`src/rtl/s2p_frame_ctrl.sv`:
```
// Serial-to-parallel frame receiver: MSB-first data, optional parity bit,
// single-entry output buffer with ready/valid handoff and sticky error flags.
module s2p_frame_ctrl #(
  parameter int WIDTH      = 8,
  parameter bit PARITY_EN  = 1'b1,
  parameter bit ODD_PARITY = 1'b0
) (
  input  logic             clk,
  input  logic             rst,
  input  logic             ser_start,
  input  logic             ser_bit,
  input  logic             ser_stb,
  output logic [WIDTH-1:0] dout,
  output logic             dout_valid,
  input  logic             dout_ready,
  output logic             busy,
  output logic             parity_err,
  output logic             overrun,
  input  logic             clr_err
);
  localparam int CW = $clog2(WIDTH + 1);

  localparam logic [1:0] IDLE   = 2'd0;
  localparam logic [1:0] SHIFT  = 2'd1;
  localparam logic [1:0] PARITY = 2'd2;

  logic [1:0]       state_q, state_d;
  logic [CW-1:0]    cnt_q, cnt_d;
  logic [WIDTH-1:0] shreg_q, shreg_d;
  logic [WIDTH-1:0] dout_q, dout_d;
  logic             dout_valid_q, dout_valid_d;
  logic             parity_err_q, parity_err_d;
  logic             overrun_q, overrun_d;

  logic             done, good;
  logic [WIDTH-1:0] word;

  always_comb begin
    state_d = state_q;
    cnt_d   = cnt_q;
    shreg_d = shreg_q;
    done    = 1'b0;
    good    = 1'b0;
    word    = shreg_q;
    case (state_q)
      IDLE: begin
        if (ser_start) begin
          state_d = SHIFT;
          cnt_d   = '0;
        end
      end
      SHIFT: begin
        // A new start always wins over a strobe in the same cycle.
        if (ser_start) begin
          cnt_d = '0;
        end else if (ser_stb) begin
          shreg_d = {shreg_q[WIDTH-2:0], ser_bit};
          cnt_d   = cnt_q + 1'b1;
          if (cnt_q == CW'(WIDTH - 1)) begin
            if (PARITY_EN) begin
              state_d = PARITY;
            end else begin
              state_d = IDLE;
              done    = 1'b1;
              good    = 1'b1;
              word    = shreg_d;
            end
          end
        end
      end
      PARITY: begin
        if (ser_start) begin
          state_d = SHIFT;
          cnt_d   = '0;
        end else if (ser_stb) begin
          state_d = IDLE;
          done    = 1'b1;
          good    = ((^shreg_q) ^ ser_bit) == ODD_PARITY;
        end
      end
      default: begin
        state_d = IDLE;
        cnt_d   = '0;
      end
    endcase
  end

  always_comb begin
    dout_d       = dout_q;
    dout_valid_d = dout_valid_q;
    parity_err_d = parity_err_q;
    overrun_d    = overrun_q;
    if (clr_err) begin
      parity_err_d = 1'b0;
      overrun_d    = 1'b0;
    end
    if (dout_valid_q && dout_ready)
      dout_valid_d = 1'b0;
    // Set events are evaluated after the clear so they take priority.
    if (done) begin
      if (!good) begin
        parity_err_d = 1'b1;
      end else if (!dout_valid_q || dout_ready) begin
        dout_d       = word;
        dout_valid_d = 1'b1;
      end else begin
        overrun_d = 1'b1;
      end
    end
  end

  always_ff @(posedge clk) begin
    if (rst) begin
      state_q      <= IDLE;
      cnt_q        <= '0;
      shreg_q      <= '0;
      dout_q       <= '0;
      dout_valid_q <= 1'b0;
      parity_err_q <= 1'b0;
      overrun_q    <= 1'b0;
    end else begin
      state_q      <= state_d;
      cnt_q        <= cnt_d;
      shreg_q      <= shreg_d;
      dout_q       <= dout_d;
      dout_valid_q <= dout_valid_d;
      parity_err_q <= parity_err_d;
      overrun_q    <= overrun_d;
    end
  end

  assign dout       = dout_q;
  assign dout_valid = dout_valid_q;
  assign busy       = (state_q != IDLE);
  assign parity_err = parity_err_q;
  assign overrun    = overrun_q;
endmodule

```
`config.mk`:
```
export PLATFORM = sky130hd
export DESIGN_NAME = s2p_frame_ctrl
export DESIGN_NICKNAME = d
export VERILOG_FILES = /design/src/rtl/s2p_frame_ctrl.sv
export SDC_FILE = /design/constraint.sdc
export NUM_CORES = 1
export LEC_CHECK = 0
export ABC_AREA = 1
export ABC_CLOCK_PERIOD_IN_PS = 3930
export BUFFER_PORTS_ARGS = -buffer_cell sky130_fd_sc_hd__buf_2
export CAP_MARGIN = 20
export CORE_MARGIN = 8
export CORE_UTILIZATION = 45
export DETAILED_ROUTE_END_ITERATION = 7
export PLACE_DENSITY = 0.67
export SETUP_SLACK_MARGIN = 0.1
export SLEW_MARGIN = 20
export SYNTH_ARGS = -nofsm -noshare
export SYNTH_HDL_FRONTEND = slang
export SYNTH_SLANG_ARGS = --single-unit
```
`constraint.sdc`:
```
create_clock -name clk -period 3.93 [get_ports clk]
set_input_delay 0.1965 -clock clk [delete_from_list [all_inputs] [get_ports clk]]
set_output_delay 0.1965 -clock clk [all_outputs]
set_load 0.05 [all_outputs]
```
-- Yosys cells after proc, flatten, opt, wreduce, memory -nomap -nowiden
Cells that the tools add are included.
Widths: inputs -> output; s select.
- bits in registers: 25
- bits of input ports: 7
- output and inout bits: 12
- word-level logic and storage cells: 60
- $add $sub $neg: 1
- equality and inequality tests: 10
- muxes and demuxes: 28
- bitwise gates (word level): 3
- reductions and logical operators: 11
- operators by type and width (cell ; count):
    $mux 1 ; 17
    $mux 2 ; 6
    $mux 4 ; 3
    $ne 2x2->1 const B ; 4
    $pmux 4 s2 ; 1
    $reduce_xor 8->1 ; 1
    $ne 3x3->1 const B ; 2
    $pmux 2 s3 ; 1
    $reduce_and 3->1 ; 2
    $reduce_and 5->1 ; 1
    $add 4x1->4 const B ; 1
    $eq 4x3->1 const B ; 1
    $eq 2x1->1 const B ; 1
    $eq 2x2->1 const B ; 1
    $logic_not 2->1 ; 1
    $ne 2x1->1 const B ; 1
    $not 1->1 ; 2
    $reduce_and 2->1 ; 1
    $reduce_bool 2->1 ; 1
    $reduce_or 2->1 ; 1
    $logic_and 1x1->1 ; 1
    $logic_not 1->1 ; 1
    $logic_or 1x1->1 ; 1
    $xor 1x1->1 ; 1

-- Longest topological paths before layout
- word-level depth: 8
- gate-level depth with buffers: 12
- mapped depth without buffers: 12

-- Least setup slack after synthesis
No wires, ideal clock.
- kind: flip-flop to flip-flop
- start: register dout_valid_q (netlist: dout_valid)
- end: register dout_q[0] (netlist: dout[0])
- setup time: 0.110 ns
- arrival time: 1.395 ns
- required time: 3.820 ns
- setup slack: 2.426 ns
- stages on the path, launching flop included: 8
- buffers on the path: 0
- period minus slack after synthesis: 1.504 ns
- path through: dfxtp_1 > inv_1 > nor2_1 > clkinv_1 > nand3_4 > nand2_1 > inv_1 > nor2_1
- word-level cells in the longest chain between the ends: 3
- RTL lines (element ; RTL line ; RTL):
    start, declared ; 31 ; logic dout_valid_q, dout_valid_d;
    start signal, assigned ; 126 ; dout_valid_q <= dout_valid_d;
    $logic_not 1->1 ; 103 ; end else if (!dout_valid_q || dout_ready) begin
    $logic_or 1x1->1 ; 103 ;
    $reduce_and 3->1 (no line) ; n/a ;
    end signal, assigned ; 125 ; dout_q <= dout_d;
    end, declared ; 30 ; logic [WIDTH-1:0] dout_q, dout_d;
Every way passes these cells.
A chain may end at the register's enable or synchronous reset.

-- Final worst setup path
- start: register shreg_q[1]
- end: register dout_q[1] (netlist: dout[1])
- word-level cells in the longest chain between the ends: 7
- RTL lines (element ; RTL line ; RTL):
    start, declared ; 29 ; logic [WIDTH-1:0] shreg_q, shreg_d;
    start signal, assigned ; 124 ; shreg_q <= shreg_d;
    $reduce_xor 8->1 ; 78 ; good = ((^shreg_q) ^ ser_bit) == ODD_PARITY;
    $xor 1x1->1 ; 78 ;
    $not 1->1 ; 78 ;
    $mux 1 ; 75 ; end else if (ser_stb) begin
    $mux 1 ; 72 ; if (ser_start) begin
    $mux 1 ; n/a ;
    $reduce_and 3->1 (no line) ; n/a ;
Parallel ways exist; a longest one is shown, timed or not.

==> flow_metrics.tcl <==
set metrics [dict create \
    clock_path_buffers 2 \
    reg2reg_from "shreg_q[1]" \
    synth_cells 195 \
    fp.dieW_um 70.06 \
    hold_path.class "in2reg" \
    cp_max_fo 11 \
    cp.arrival_ns 1.75 \
    slew_headroom 0.6636 \
    fin_worst_skew_ns 0.001321 \
    reg2reg_setup_slack_ns 2.43 \
    hold_end "overrun" \
    h-tree-depth 1 \
    crit_type "reg2reg" \
    synth_most_common_cell "nand2_1" \
    fin_ws_ns 2.433 \
    min_period_over_period 0.3809 \
    clk_latency_ns 0.31 \
    dieArea_um2 4908 \
    syn-num-nets 203 \
    die_h_um 70.06 \
    period_minus_slack_ns 1.497 \
    vias 1153 \
    synth.cell_area_um2 1315 \
    routed_wirelength_mm 2.407 \
    max_cap_violations 0 \
    finalSetupViolCount 0 \
    synth.area.top_cells "dfxtp_1 (38%), nand2_1 (16%), a21oi_1 (6.9%)" \
    synth_compound_area_frac 0.1151 \
    startpoint_type "flip-flop" \
    utilization 0.5213 \
    ys_ff_latch 25 \
    fin_tns_setup_ns 0 \
    yosys.area_share.simple 0.3635 \
    synth.distinct_cells 27 \
    total_power_w 0.0004756 \
    synth_common_cells "nand2_1 (56), dfxtp_1 (25), inv_1 (24)" \
    rsz0062_at_grt "no" \
    overflow 0 \
    synth_top_family_by_area "simple AND/OR/NAND/NOR gates" \
    ir_drop_mv 0.2327 \
    firstDrtPassIters 3 \
    cp.required_ns 4.19 \
    multi_input_area_um2 650.6 \
    drive_gt1_frac 0.2311 \
    synth_xor_area_frac 0.006660 \
    synth_area_per_cell_um2 6.744 \
    synth_top_cell_area_share 0.3806 \
    clock_sinks 25 \
    rr_worst_depth 12 \
    worst_r2r_endpoint "dout[1]" \
    ys_seq_area_frac 0.3806 \
    regArea_um2 500.5 \
    post_cts_buffers 0 \
    crit_path_frequent_cell "nand2_1" \
    cts-root-buf "clkbuf_4" \
    crit_slowest_cell "dfxtp_1" \
    synth_top_area_cell "dfxtp_1" \
    grt_pass1_vias 1091 \
    crit_family "simple AND/OR/NAND/NOR gates" \
    core_area_um2 2758 \
    cts_resized 0 \
    antenna_cells 0 \
    synthAdderAreaFrac 0.009515 \
    pin_count 19 \
    holdCritStartpoint "rst" \
    fp-row-count 19 \
    critPathMaxStageDelay_ns 0.41 \
    wire_per_inst_um 9.905 \
    p_leak_nw 0.6828 \
    finalWeightedCongestion 0.7728 \
    end_kind "flip-flop" \
    hold_violations 0 \
    cp_cell_sequence "inv_2 -> nand2_1 -> nand2_1 -> nand2_1 -> nand2_1 -> nand2_1 -> nand3_2 -> nand2_4 -> nand3_4 -> nand2_1 -> inv_1 -> nor2_1" \
    holdPathStages 2 \
    numCtsBuffers 3 \
    dpl.hpwl_mm 1.940 \
    ctsHoldBuffers 0 \
    crit_buf_inv 2 \
    power_density_nw_per_um2 330.8 \
    final_net_count 221 \
    antenna_found_initial 0 \
    grt_util_all_layers 0.1046 \
    area.growth.synth_to_final_pct 9.325 \
    routed_via_density 4.745 \
    status "complete, no violations" \
    finalMaxSlewViolations 0 \
    grt_pass1_wl_mm 4.457 \
    synth_flop_cell "dfxtp_1" \
    cts_tree "built" \
    dpl_worst_slack_ns 2.465 \
    grt_max_degree 19 \
    initial_utilization 0.4769 \
    port_buffers 18 \
    drcViolationCount 0 \
    muxShareOfSynthArea 0 \
    yosys_warnings 0 \
    fmax_mhz 668.0 \
    synth_edf_count 0 \
    async_flop_share 0 \
    fill_cells 279 \
    drt-initial-drc-count 67 \
    worst_slew_pin_slew_ns 0.5030 \
    ant_nets 0 \
    clk_pin_slew_ns 0.13 \
]
==> through the flow <==
step	cells	hold slack [ns]	area, µm²
finish	243	0.1205	1438
global placement	239	0.4519	1411
detailed placement	239	0.4654	1411
CTS	243	0.1223	1438
global route	243	0.1089	1438
floorplan	195	0.3412	1315
==> report_power, final <==
group | switching [W] | leakage (nW) | total, W | internal, W
combinational | 0.0000652 | 0.465 | 0.0000942 | 0.0000289
clock | 0.0000732 | 0.0150 | 0.000113 | 0.0000397
sequential | 0.00000723 | 0.202 | 0.000269 | 0.000261
total | 0.000146 | 0.683 | 0.000476 | 0.000330
==> area by class of cell <==
class,instances,area share
Multi-Input combinational cell,130,0.4526
Tap cell,31,0.02698
Sequential cell,25,0.3481
Timing Repair Buffer,18,0.06266
Clock buffer,4,0.01828
Inverter,35,0.09138
==> placed cells by master, fill, tap and decap left out <==
master and instances:
inv_2 10, inv_1 24, nand3_4 1, o21ai_1 2
nor3_4 1, ha_1 1, clkinv_1 1, a21oi_1 18
buf_2 18, nor3_1 3, o21ai_0 7, or2_2 1
clkbuf_1 1, a21oi_2 1, nand3_1 2, nand4_1 8
xnor2_1 1, o211ai_1 1, nor2_2 3, nand2_1 56
nand3_2 3, clkbuf_4 3, dfxtp_1 25, nand2_4 1
nor2_1 13, nand2_2 7
==> sequential cells by signal (all words and copies together) (netlist names) <==
register    count
state_q         2
overrun         1
dout            8
shreg_q         8
dout_valid      1
cnt_q           4
parity_err      1
==> how the worst max path moves through the flow <==
stage	cells past startpoint	end	startpoint	slack [ns]
floorplan	7	dout[0]	dout_valid	2.43
global placement	12	dout[2]	shreg_q[5]	2.53
detailed placement	12	dout[1]	shreg_q[1]	2.46
CTS	12	dout[1]	shreg_q[1]	2.42
global route	12	dout[1]	shreg_q[1]	2.23
finish	12	dout[1]	shreg_q[1]	2.43
==> worst register-to-register path, delay by kind of cell, from the launching register on <==
family,cells,cell delay (ns)
flops,1,0.41
buf+inv,2,0.12
simple gates,10,0.92
==> kinds of logic (layout without fill, tap and decap cells) <==
group	after synthesis	after routing
AOI/OAI and AO/OA	29	29
adders and majority gates	1	1
buffers and inverters	40	57
xor gates and xnor gates	1	1
DFF	25	25
and+or+nand+nor	99	99
==> per-layer routing <==
metal,track usage,wire length [µm],up-vias,part of all wire
li1,-,-,647,-
met1,0.1253,1231,489,0.51
met2,0.1716,1044,15,0.43
met3,0.04237,115,2,0.048
met4,0.02009,16,0,0.0066
met5,0,0,-,0
Power figures use the tool's default switching activity.
